File: src/rtl/control_unit_pkg.sv
// Shared state codes, opcodes and encodings
// for the multicycle control unit.
package control_unit_pkg;

   typedef enum logic [4:0] {
      S_IDLE,
      S_FETCH,
      S_DECODE,
      S_REGREG,
      S_LUI,
      S_REGIMM,
      S_AUIPC,
      S_JAL,
      S_BRANCH,
      S_JALR,
      S_LOAD,
      S_STORE,
      S_ECALL,
      S_XRET,
      S_ZICSR,
      S_MULDIV,
      S_ILLEGAL
   } state_e;

   localparam logic [6:0] OP_LUI    = 7'b0110111;
   localparam logic [6:0] OP_AUIPC  = 7'b0010111;
   localparam logic [6:0] OP_JAL    = 7'b1101111;
   localparam logic [6:0] OP_JALR   = 7'b1100111;
   localparam logic [6:0] OP_BRANCH = 7'b1100011;
   localparam logic [6:0] OP_LOAD   = 7'b0000011;
   localparam logic [6:0] OP_STORE  = 7'b0100011;
   localparam logic [6:0] OP_IMM    = 7'b0010011;
   localparam logic [6:0] OP_REG    = 7'b0110011;
   localparam logic [6:0] OP_IMM32  = 7'b0011011;
   localparam logic [6:0] OP_REG32  = 7'b0111011;
   localparam logic [6:0] OP_SYSTEM = 7'b1110011;

   localparam logic [2:0] WR_ALU = 3'd0;
   localparam logic [2:0] WR_CSR = 3'd1;
   localparam logic [2:0] WR_MEM = 3'd2;
   localparam logic [2:0] WR_PC4 = 3'd3;
   localparam logic [2:0] WR_MUL = 3'd4;

   // Lane mask for an access of 1<<size bytes at offset 0.
   function automatic logic [7:0] lane_mask(
      input logic [1:0] size
   );
      unique case (size)
         2'd0:    lane_mask = 8'h01;
         2'd1:    lane_mask = 8'h03;
         2'd2:    lane_mask = 8'h0F;
         default: lane_mask = 8'hFF;
      endcase
   endfunction

   function automatic logic [2:0] align_mask(
      input logic [1:0] size
   );
      align_mask = {size == 2'd3, size[1], |size};
   endfunction

endpackage

File: src/rtl/cu_decoder.sv
// Opcode/funct legality check producing the
// execute state that follows Decode.
module cu_decoder
   import control_unit_pkg::*;
#(
   parameter int XLEN      = 32,
   parameter bit HAS_M     = 1'b0,
   parameter bit HAS_ZICSR = 1'b1,
   parameter bit HAS_XRET  = 1'b1
) (
   input  logic [6:0] opcode_i,
   input  logic [2:0] funct3_i,
   input  logic [6:0] funct7_i,
   output state_e     next_o
);

   localparam bit RV64 = (XLEN == 64);

   logic f7z, f7a, f7m;
   logic shz, sha;
   logic imm_ok, reg_ok, ld_ok, st_ok;
   logic imm32_ok, reg32_ok, mul32_ok;
   logic f3_0, f3_1, f3_5;

   assign f3_0 = (funct3_i == 3'b000);
   assign f3_1 = (funct3_i == 3'b001);
   assign f3_5 = (funct3_i == 3'b101);
   assign f7z  = (funct7_i == 7'b0000000);
   assign f7a  = (funct7_i == 7'b0100000);
   assign f7m  = (funct7_i == 7'b0000001);

   // RV64 shamt is 6 bits, so funct7[0] is shamt[5].
   assign shz = RV64 ? (funct7_i[6:1] == 6'b000000)
                     : f7z;
   assign sha = RV64 ? (funct7_i[6:1] == 6'b010000)
                     : f7a;

   assign imm_ok = f3_1 ? shz :
                   f3_5 ? (shz | sha) : 1'b1;
   assign reg_ok = f7z | (f7a & (f3_0 | f3_5));
   assign ld_ok  = (funct3_i != 3'b111) &&
                   (RV64 || (funct3_i != 3'b011 &&
                             funct3_i != 3'b110));
   assign st_ok  = !funct3_i[2] &&
                   (RV64 || funct3_i[1:0] != 2'b11);

   assign imm32_ok = f3_0 | (f3_1 & f7z) |
                     (f3_5 & (f7z | f7a));
   assign reg32_ok = (f7z & (f3_0 | f3_1 | f3_5)) |
                     (f7a & (f3_0 | f3_5));
   assign mul32_ok = HAS_M & f7m &
                     (f3_0 | funct3_i[2]);

   always_comb begin
      next_o = S_ILLEGAL;
      unique case (opcode_i)
         OP_LUI:   next_o = S_LUI;
         OP_AUIPC: next_o = S_AUIPC;
         OP_JAL:   next_o = S_JAL;
         OP_JALR: begin
            if (f3_0) next_o = S_JALR;
         end
         OP_BRANCH: begin
            if (funct3_i[2:1] != 2'b01)
               next_o = S_BRANCH;
         end
         OP_LOAD: begin
            if (ld_ok) next_o = S_LOAD;
         end
         OP_STORE: begin
            if (st_ok) next_o = S_STORE;
         end
         OP_IMM: begin
            if (imm_ok) next_o = S_REGIMM;
         end
         OP_REG: begin
            if (reg_ok)
               next_o = S_REGREG;
            else if (HAS_M && f7m)
               next_o = S_MULDIV;
         end
         OP_IMM32: begin
            if (RV64 && imm32_ok)
               next_o = S_REGIMM;
         end
         OP_REG32: begin
            if (RV64 && reg32_ok)
               next_o = S_REGREG;
            else if (RV64 && mul32_ok)
               next_o = S_MULDIV;
         end
         OP_SYSTEM: begin
            if (f3_0) begin
               if (f7z)
                  next_o = S_ECALL;
               else if (HAS_XRET &&
                        (funct7_i == 7'b0011000 ||
                         funct7_i == 7'b0001000))
                  next_o = S_XRET;
            end else if (HAS_ZICSR &&
                         funct3_i != 3'b100) begin
               next_o = S_ZICSR;
            end
         end
         default: ;
      endcase
   end

endmodule

File: src/rtl/multicycle_control_unit.sv
// Multicycle RISC-V control FSM: state register,
// memory timeout, M-unit handshake, datapath controls.
module multicycle_control_unit
   import control_unit_pkg::*;
#(
   parameter int XLEN        = 32,
   parameter bit HAS_M       = 1'b0,
   parameter bit HAS_ZICSR   = 1'b1,
   parameter bit HAS_XRET    = 1'b1,
   parameter int MEM_TIMEOUT = 256
) (
   input  logic              clock,
   input  logic              reset_n,
   input  logic              mem_ack,
   output logic              mem_rd_en,
   output logic              mem_wr_en,
   output logic [XLEN/8-1:0] mem_byte_en,
   input  logic [2:0]        mem_addr_low,
   input  logic [6:0]        opcode,
   input  logic [2:0]        funct3,
   input  logic [6:0]        funct7,
   input  logic              zero,
   input  logic              negative,
   input  logic              carry_out,
   input  logic              overflow,
   input  logic [1:0]        privilege_mode,
   input  logic              csr_addr_exception,
   input  logic              muldiv_done,
   output logic              muldiv_start,
   output logic              alua_src,
   output logic              alub_src,
   output logic              aluy_src,
   output logic              alupc_src,
   output logic              sub,
   output logic              arithmetic,
   output logic              pc_src,
   output logic              pc_en,
   output logic              ir_en,
   output logic              mem_addr_src,
   output logic [2:0]        alu_src,
   output logic [2:0]        wr_reg_src,
   output logic              wr_reg_en,
   output logic              csr_imm,
   output logic              csr_wr_en,
   output logic [1:0]        csr_op,
   output logic              mret,
   output logic              sret,
   output logic              ecall,
   output logic              illegal_instruction,
   output logic              load_misaligned,
   output logic              store_misaligned,
   output logic              bus_error
);

   localparam int NB = XLEN / 8;
   localparam int CW = (MEM_TIMEOUT > 1) ?
                       $clog2(MEM_TIMEOUT) : 1;
   localparam logic [CW-1:0] TO_LAST =
      CW'((MEM_TIMEOUT > 0) ? MEM_TIMEOUT - 1 : 0);

   state_e        state_q, state_d, dec_next;
   logic [CW-1:0] cnt_q, cnt_d;
   logic          start_q, start_d;

   logic          timeout, misaligned, taken, w_op;
   logic [2:0]    off;
   logic [NB-1:0] lanes;

   cu_decoder #(
      .XLEN      (XLEN),
      .HAS_M     (HAS_M),
      .HAS_ZICSR (HAS_ZICSR),
      .HAS_XRET  (HAS_XRET)
   ) u_dec (
      .opcode_i (opcode),
      .funct3_i (funct3),
      .funct7_i (funct7),
      .next_o   (dec_next)
   );

   assign off        = mem_addr_low & 3'(NB - 1);
   assign lanes      = NB'(lane_mask(funct3[1:0])) << off;
   assign misaligned = |(mem_addr_low &
                         align_mask(funct3[1:0]));
   assign timeout    = (MEM_TIMEOUT != 0) &&
                       (cnt_q == TO_LAST) && !mem_ack;
   assign w_op       = (XLEN == 64) &&
                       (opcode == OP_IMM32 ||
                        opcode == OP_REG32);

   always_comb begin
      taken = 1'b0;
      unique case (funct3)
         3'b000:  taken = zero;
         3'b001:  taken = !zero;
         3'b100:  taken = negative ^ overflow;
         3'b101:  taken = !(negative ^ overflow);
         3'b110:  taken = !carry_out;
         3'b111:  taken = carry_out;
         default: taken = 1'b0;
      endcase
   end

   always_ff @(posedge clock or negedge reset_n) begin
      if (!reset_n) begin
         state_q <= S_IDLE;
         cnt_q   <= '0;
         start_q <= 1'b0;
      end else begin
         state_q <= state_d;
         cnt_q   <= cnt_d;
         start_q <= start_d;
      end
   end

   always_comb begin
      state_d             = state_q;
      cnt_d               = '0;
      start_d             = 1'b0;
      mem_rd_en           = 1'b0;
      mem_wr_en           = 1'b0;
      mem_byte_en         = '0;
      muldiv_start        = 1'b0;
      alua_src            = 1'b0;
      alub_src            = 1'b0;
      aluy_src            = 1'b0;
      alupc_src           = 1'b0;
      sub                 = 1'b0;
      arithmetic          = 1'b0;
      pc_src              = 1'b0;
      pc_en               = 1'b0;
      ir_en               = 1'b0;
      mem_addr_src        = 1'b0;
      alu_src             = 3'b000;
      wr_reg_src          = WR_ALU;
      wr_reg_en           = 1'b0;
      csr_imm             = 1'b0;
      csr_wr_en           = 1'b0;
      csr_op              = 2'b00;
      mret                = 1'b0;
      sret                = 1'b0;
      ecall               = 1'b0;
      illegal_instruction = 1'b0;
      load_misaligned     = 1'b0;
      store_misaligned    = 1'b0;
      bus_error           = 1'b0;
      unique case (state_q)
         S_IDLE: state_d = S_FETCH;
         S_FETCH: begin
            mem_byte_en[3:0] = '1;
            if (mem_ack) begin
               ir_en   = 1'b1;
               state_d = S_DECODE;
            end else if (timeout) begin
               bus_error = 1'b1;
               pc_en     = 1'b1;
               state_d   = S_FETCH;
            end else begin
               mem_rd_en = 1'b1;
               cnt_d     = cnt_q + CW'(1);
            end
         end
         S_DECODE: state_d = dec_next;
         S_REGREG: begin
            alu_src    = funct3;
            aluy_src   = w_op;
            sub        = funct7[5] && funct3 == 3'b000;
            arithmetic = funct7[5] && funct3 == 3'b101;
            wr_reg_en  = 1'b1;
            pc_en      = 1'b1;
            state_d    = S_FETCH;
         end
         S_REGIMM: begin
            alub_src   = 1'b1;
            alu_src    = funct3;
            aluy_src   = w_op;
            arithmetic = funct7[5] && funct3 == 3'b101;
            wr_reg_en  = 1'b1;
            pc_en      = 1'b1;
            state_d    = S_FETCH;
         end
         S_LUI: begin
            alub_src  = 1'b1;
            wr_reg_en = 1'b1;
            pc_en     = 1'b1;
            state_d   = S_FETCH;
         end
         S_AUIPC: begin
            alua_src  = 1'b1;
            alub_src  = 1'b1;
            wr_reg_en = 1'b1;
            pc_en     = 1'b1;
            state_d   = S_FETCH;
         end
         S_JAL: begin
            pc_src     = 1'b1;
            wr_reg_src = WR_PC4;
            wr_reg_en  = 1'b1;
            pc_en      = 1'b1;
            state_d    = S_FETCH;
         end
         S_JALR: begin
            alub_src   = 1'b1;
            alupc_src  = 1'b1;
            pc_src     = 1'b1;
            wr_reg_src = WR_PC4;
            wr_reg_en  = 1'b1;
            pc_en      = 1'b1;
            state_d    = S_FETCH;
         end
         S_BRANCH: begin
            sub     = 1'b1;
            pc_src  = taken;
            pc_en   = 1'b1;
            state_d = S_FETCH;
         end
         S_LOAD: begin
            alub_src     = 1'b1;
            mem_addr_src = 1'b1;
            if (misaligned) begin
               load_misaligned = 1'b1;
               pc_en           = 1'b1;
               state_d         = S_FETCH;
            end else begin
               mem_byte_en = lanes;
               if (mem_ack) begin
                  wr_reg_src = WR_MEM;
                  wr_reg_en  = 1'b1;
                  pc_en      = 1'b1;
                  state_d    = S_FETCH;
               end else if (timeout) begin
                  bus_error = 1'b1;
                  pc_en     = 1'b1;
                  state_d   = S_FETCH;
               end else begin
                  mem_rd_en = 1'b1;
                  cnt_d     = cnt_q + CW'(1);
               end
            end
         end
         S_STORE: begin
            alub_src     = 1'b1;
            mem_addr_src = 1'b1;
            if (misaligned) begin
               store_misaligned = 1'b1;
               pc_en            = 1'b1;
               state_d          = S_FETCH;
            end else begin
               mem_byte_en = lanes;
               if (mem_ack) begin
                  pc_en   = 1'b1;
                  state_d = S_FETCH;
               end else if (timeout) begin
                  bus_error = 1'b1;
                  pc_en     = 1'b1;
                  state_d   = S_FETCH;
               end else begin
                  mem_wr_en = 1'b1;
                  cnt_d     = cnt_q + CW'(1);
               end
            end
         end
         S_ECALL: begin
            ecall   = 1'b1;
            pc_en   = 1'b1;
            state_d = S_FETCH;
         end
         S_XRET: begin
            mret    = funct7[4];
            sret    = !funct7[4];
            pc_en   = 1'b1;
            state_d = S_FETCH;
         end
         S_ZICSR: begin
            // csr_addr[9:8] is the minimum privilege.
            if (privilege_mode < funct7[4:3]) begin
               state_d = S_ILLEGAL;
            end else begin
               csr_wr_en           = 1'b1;
               csr_op              = funct3[1:0];
               csr_imm             = funct3[2];
               wr_reg_src          = WR_CSR;
               wr_reg_en           = 1'b1;
               illegal_instruction = csr_addr_exception;
               pc_en               = 1'b1;
               state_d             = S_FETCH;
            end
         end
         S_MULDIV: begin
            muldiv_start = !start_q;
            alu_src      = funct3;
            aluy_src     = w_op;
            if (muldiv_done) begin
               wr_reg_src = WR_MUL;
               wr_reg_en  = 1'b1;
               pc_en      = 1'b1;
               state_d    = S_FETCH;
            end else begin
               start_d = 1'b1;
            end
         end
         S_ILLEGAL: begin
            illegal_instruction = 1'b1;
            pc_en               = 1'b1;
            state_d             = S_FETCH;
         end
         default: state_d = S_IDLE;
      endcase
   end

endmodule
File: config.mk
export PLATFORM = sky130hd
export DESIGN_NAME = multicycle_control_unit
export DESIGN_NICKNAME = d
export VERILOG_FILES = /design/src/rtl/control_unit_pkg.sv /design/src/rtl/cu_decoder.sv /design/src/rtl/multicycle_control_unit.sv
export SDC_FILE = /design/constraint.sdc
export NUM_CORES = 1
export LEC_CHECK = 0
export ABC_AREA = 1
export CORE_MARGIN = 2
export CORE_UTILIZATION = 45
export DETAILED_ROUTE_END_ITERATION = 10
export GPL_ROUTABILITY_DRIVEN = 1
export HOLD_SLACK_MARGIN = 0.05
export PLACE_DENSITY = 0.93
export REMOVE_ABC_BUFFERS = 1
export SYNTH_ARGS = -nofsm -noshare
export SYNTH_HDL_FRONTEND = slang
export SYNTH_SLANG_ARGS = --single-unit
File: constraint.sdc
create_clock -name clock -period 2 [get_ports clock]
set_input_delay 0.4 -clock clock [delete_from_list [all_inputs] [get_ports clock]]
set_output_delay 0.4 -clock clock [all_outputs]
set_load 0.01 [all_outputs]
==> impl_metrics.json, run 1 <==
{
  "status": "stopped before the end",
  "haltStage": "global routing (5_1_grt)",
  "error": "[ERROR GRT-0232] Routing congestion too high. Check the congestion heatmap in the GUI.",
  "synth_cell_types": 34,
  "yosysSeqAreaShare": 0.199,
  "avgSynthCellArea_um2": 5.73,
  "cts_root_buffer": "clkbuf_8",
  "rows": 22,
  "start_util": 0.473,
  "cts_sinks": 14,
  "ctsHtreeMaxLevel": 1,
  "io_pins": 66,
  "syn_inst": 307,
  "synth_edf_count": 0,
  "synth_top_cells_by_area": "dfrtp_1 20%, nand2_1 15%, nor2_1 13%",
  "netlist_area_mm2": 0.00176,
  "fp.dieH_um": 66.5,
  "clk_path_buf_depth": 2,
  "synth-seq-cells": 14,
  "grt_usage": 0.701,
  "async_reset_ff_frac": 1.00,
  "grt-worst-endpoint": "pc_en",
  "worstEndpointType": "primary output",
  "synthFlopType": "dfrtp_1",
  "synthDominantCellAreaShare": 0.199,
  "grt_max_degree": 15,
  "dp_hpwl_mm": 5.37,
  "cts_made_buffers": 3,
  "gp_congestion": 0.950,
  "yosysWarnings": 0,
  "gr-total-overflow": 18,
  "synth_top_cell_by_area": "dfrtp_1",
  "die_x_um": 66.5,
  "dpl_cell_area_mm2": 0.00294,
  "port_buffers": 64
}
-- repair_timing --
item | CTS
setup endpoints to repair | 35
buffers inserted | 14
pin swaps | 21
hold buffers | 0
gates resized for setup | 182
-- synthesized netlist by cell type, types with 2 or more instances --
cell	instances
nor2_2	7
xor2_1	3
ha_1	2
o21ai_1	3
nor3_2	2
nand3_1	26
o21ai_0	15
a21oi_1	5
inv_2	5
buf_4	3
nand2_2	7
xnor2_1	3
nor4_1	3
nand2_1	69
nand3b_1	3
nor2_4	3
nand4_1	9
dfrtp_1	14
nor3_1	12
inv_1	38
nor2_1	62
-- routing by layer --
metal,GRT usage,overflow
met1,0.700,0
met2,0.890,10
met3,0.534,0
met4,0.681,8
met5,0.0972,0
-- cell families after synthesis --
group,share of synthesized area
and+or+nand+nor,0.560
xor gates and xnor gates,0.0299
buffers and inverters,0.113
AOI/OAI and AO/OA,0.0818
DFF,0.199
adders and majority gates,0.0142
other,0.00213
-- per-stage QoR --
stage	util	setup TNS, ps	cells	hold slack [ps]	worst slack [ps]
global placement	0.792	-12570	483	512	-716
floorplan	-	0	303	104	241
detailed placement	0.792	-14520	483	544	-825
CTS	0.858	-699	501	556	-149
==> inputs of run 2 (changes only) <==
- CORE_UTILIZATION: 45 -> 35
- HOLD_SLACK_MARGIN: 0.05 -> unset
- PLACE_DENSITY: 0.93 -> unset
- PLACE_DENSITY_LB_ADDON: unset -> 0.15
==> impl_metrics.json, run 2 <==
{
  "gr-total-overflow": 0,
  "ant_nets": 0,
  "grt_setup_unrepaired": "true",
  "cp.required_ps": 1600,
  "die_area_mm2": 0.00561,
  "drive_above_1_share": 0.473,
  "start_util": 0.368,
  "finalNonFillerCells": 530,
  "die_x_um": 74.9,
  "ir_drop_uv": 499,
  "r2r_start": "cnt_q[0]",
  "finalHoldViolations": 0,
  "holdWs_ps": 547,
  "dp.cells": 506,
  "drv_slew": 0,
  "powerDensity_mw_per_mm2": 635,
  "dp_hpwl_mm": 4.99,
  "coreArea_mm2": 0.00479,
  "vias_per_cell": 4.85,
  "synth_common_cells": "69 x nand2_1, 62 x nor2_1, 38 x inv_1",
  "synth_compound_area_frac": 0.0818,
  "wire_per_inst_um": 12.9,
  "cts_made_buffers": 3,
  "most-common-layout-cells": "80 x buf_4, 65 x nand2_1, 48 x nor2_1, 29 x inv_1, 22 x nand3_1",
  "cp_top_family": "buffers and inverters",
  "holdBufCountCts": 0,
  "maxSlewHeadroom": 0.566,
  "synthAdderAreaFrac": 0.0142,
  "clk_latency_ps": 250,
  "synth_top_cells_by_area": "dfrtp_1 20%, nand2_1 15%, nor2_1 13%",
  "post_synth_xor_area_fraction": 0.0299,
  "fp.dieH_um": 74.9,
  "area_growth_pct": 97.2,
  "utilization": 0.725,
  "dpl_cell_area_mm2": 0.00301,
  "end_kind": "primary output",
  "cp_num_buf_inv": 4,
  "async_reset_ff_frac": 1.00,
  "synthFlopType": "dfrtp_1",
  "p_total_mw": 2.20,
  "critPathMaxStageDelay_ps": 430,
  "period_minus_slack_ps": 2120,
  "synth_cell_types": 34,
  "fin_crit_sh": 1.06,
  "fmax_mhz": 472,
  "synth_top_family_by_area": "simple AND/OR/NAND/NOR gates",
  "synthSimpleGateAreaFrac": 0.560,
  "syn_inst": 307,
  "synth-seq-cells": 14,
  "setup_tns_ps": -522,
  "synthMuxAreaShare": 0,
  "rows": 25,
  "slowest_stage": "dfrtp_1",
  "crit_type": "reg -> out",
  "final_common_cell": "buf_4",
  "clk_path_buf_depth": 2,
  "ctsHtreeMaxLevel": 1,
  "cp_cell_sequence": "inv_2 -> nor2_4 -> buf_4 -> nand2_1 -> buf_4 -> nand3_1 -> nor2_1 -> nand4_1 -> buf_2",
  "cellLeakagePower_nw": 1.81,
  "layout_setup_ws_ps": -120,
  "firstDrtPassIters": 4,
  "cp.arrival_ps": 1720,
  "yosysWarnings": 0,
  "path_common_cell": "buf_4",
  "clk_pin_slew_worst_paths_ps": 60,
  "tritoncts": "built",
  "avgSynthCellArea_um2": 5.73,
  "gp_congestion": 0.891,
  "rr_endpoint": "state_q[1]",
  "worstPathMaxFanout": 3,
  "fin_area_mm2": 0.00347,
  "vias": 2572,
  "wirelength_mm": 6.84,
  "r2r_slack_ps": 320,
  "grt_pass1_vias": 2416,
  "antenna_found_initial": 0,
  "reg_top3": "cnt_q (8), state_q (5), start_q (1)",
  "failed_checks": "negative setup slack",
  "place_ws_ps": -749,
  "cts_sinks": 14,
  "grt_usage": 0.239,
  "start_kind": "register",
  "fin_skew_ps": 2.73,
  "io_pins": 66,
  "cts_root_buffer": "clkbuf_8",
  "maxCapViolations": 0,
  "largest_reg_flops": 8,
  "status": "finished, violations left",
  "setup_viol": 13,
  "port_buffers": 64,
  "synth_edf_count": 0,
  "netlist_area_mm2": 0.00176,
  "antenna_cells": 0,
  "r2r_cells": 9,
  "hold_class": "in -> async",
  "grt_pass1_wl_mm": 10.5,
  "synthDominantCellAreaShare": 0.199,
  "tightestPinTransition_ps": 648,
  "drt_iter0_drc": 155,
  "synth_top_cell_by_area": "dfrtp_1",
  "yosysMostFrequentCell": "nand2_1",
  "regMostFlops": "cnt_q",
  "nets": 497,
  "grt_max_degree": 15,
  "drc_errors": 0,
  "yosysSeqAreaShare": 0.199
}
==> run 2: cell counts after synthesis <==
Identical to the previous run, type by type.
==> run 2: cell families (layout without fill, tap and decap cells) <==
family | count (synthesis) | in the layout
compound gates | 27 | 27
xor+xnor | 6 | 6
fa+ha+maj | 2 | 2
buf+inv | 49 | 205
flops | 14 | 14
other cells | 1 | 1
simple gates | 208 | 208
==> run 2: final cells by class <==
| cell class | count | area, um^2 |
|---|---|---|
| fill | 409 | 1320 |
| multi-input combinational | 244 | 1530 |
| clock buffer | 4 | 55.1 |
| timing repair buffer | 156 | 1250 |
| tap | 67 | 83.8 |
| sequential | 14 | 355 |
| inverter | 45 | 189 |
==> run 2: repair_timing <==
| item | CTS | global route |
|---|---|---|
| setup endpoints to repair | 34 | 34 |
| gates resized for setup | 169 | 87 |
| pin swaps | 20 | 21 |
| buffers inserted | 14 | 6 |
==> run 2: how the worst max path moves through the flow <==
stage | from | to | slack, ps | cells past startpoint
global route | state_q[2] | pc_en | -200 | 9
finish | state_q[2] | pc_en | -120 | 9
CTS | state_q[3] | ecall | -130 | 6
detailed placement | funct7[4] | pc_en | -750 | 10
floorplan | funct7[4] | wr_reg_en | 240 | 8
global placement | funct7[4] | wr_reg_en | -730 | 10
==> run 2: worst register-to-register path, stage by stage, from the launching register on <==
cell	delay [ps]
dfrtp_1	390
ha_4	170
nand2_4	60
nor2_4	120
nand4_1	190
nor2_2	200
buf_4	130
nor2_1	40
nor3_1	190
o21ai_1	90
==> run 2: metal layers <==
layer / part of all wire / GRT usage / up-vias
met5: 0 / 0 / -
met3: 0.039 / 0.0295 / 10
met2: 0.51 / 0.411 / 80
met4: 0.011 / 0.0615 / 0
met1: 0.44 / 0.318 / 1179
li1: - / - / 1303
==> run 2: power by group <==
part	internal [mW]	switching (mW)
sequential	0.325	0.0512
combinational	0.739	0.803
clock	0.175	0.109
No activity file was read; power rests on OpenSTA's default activity.
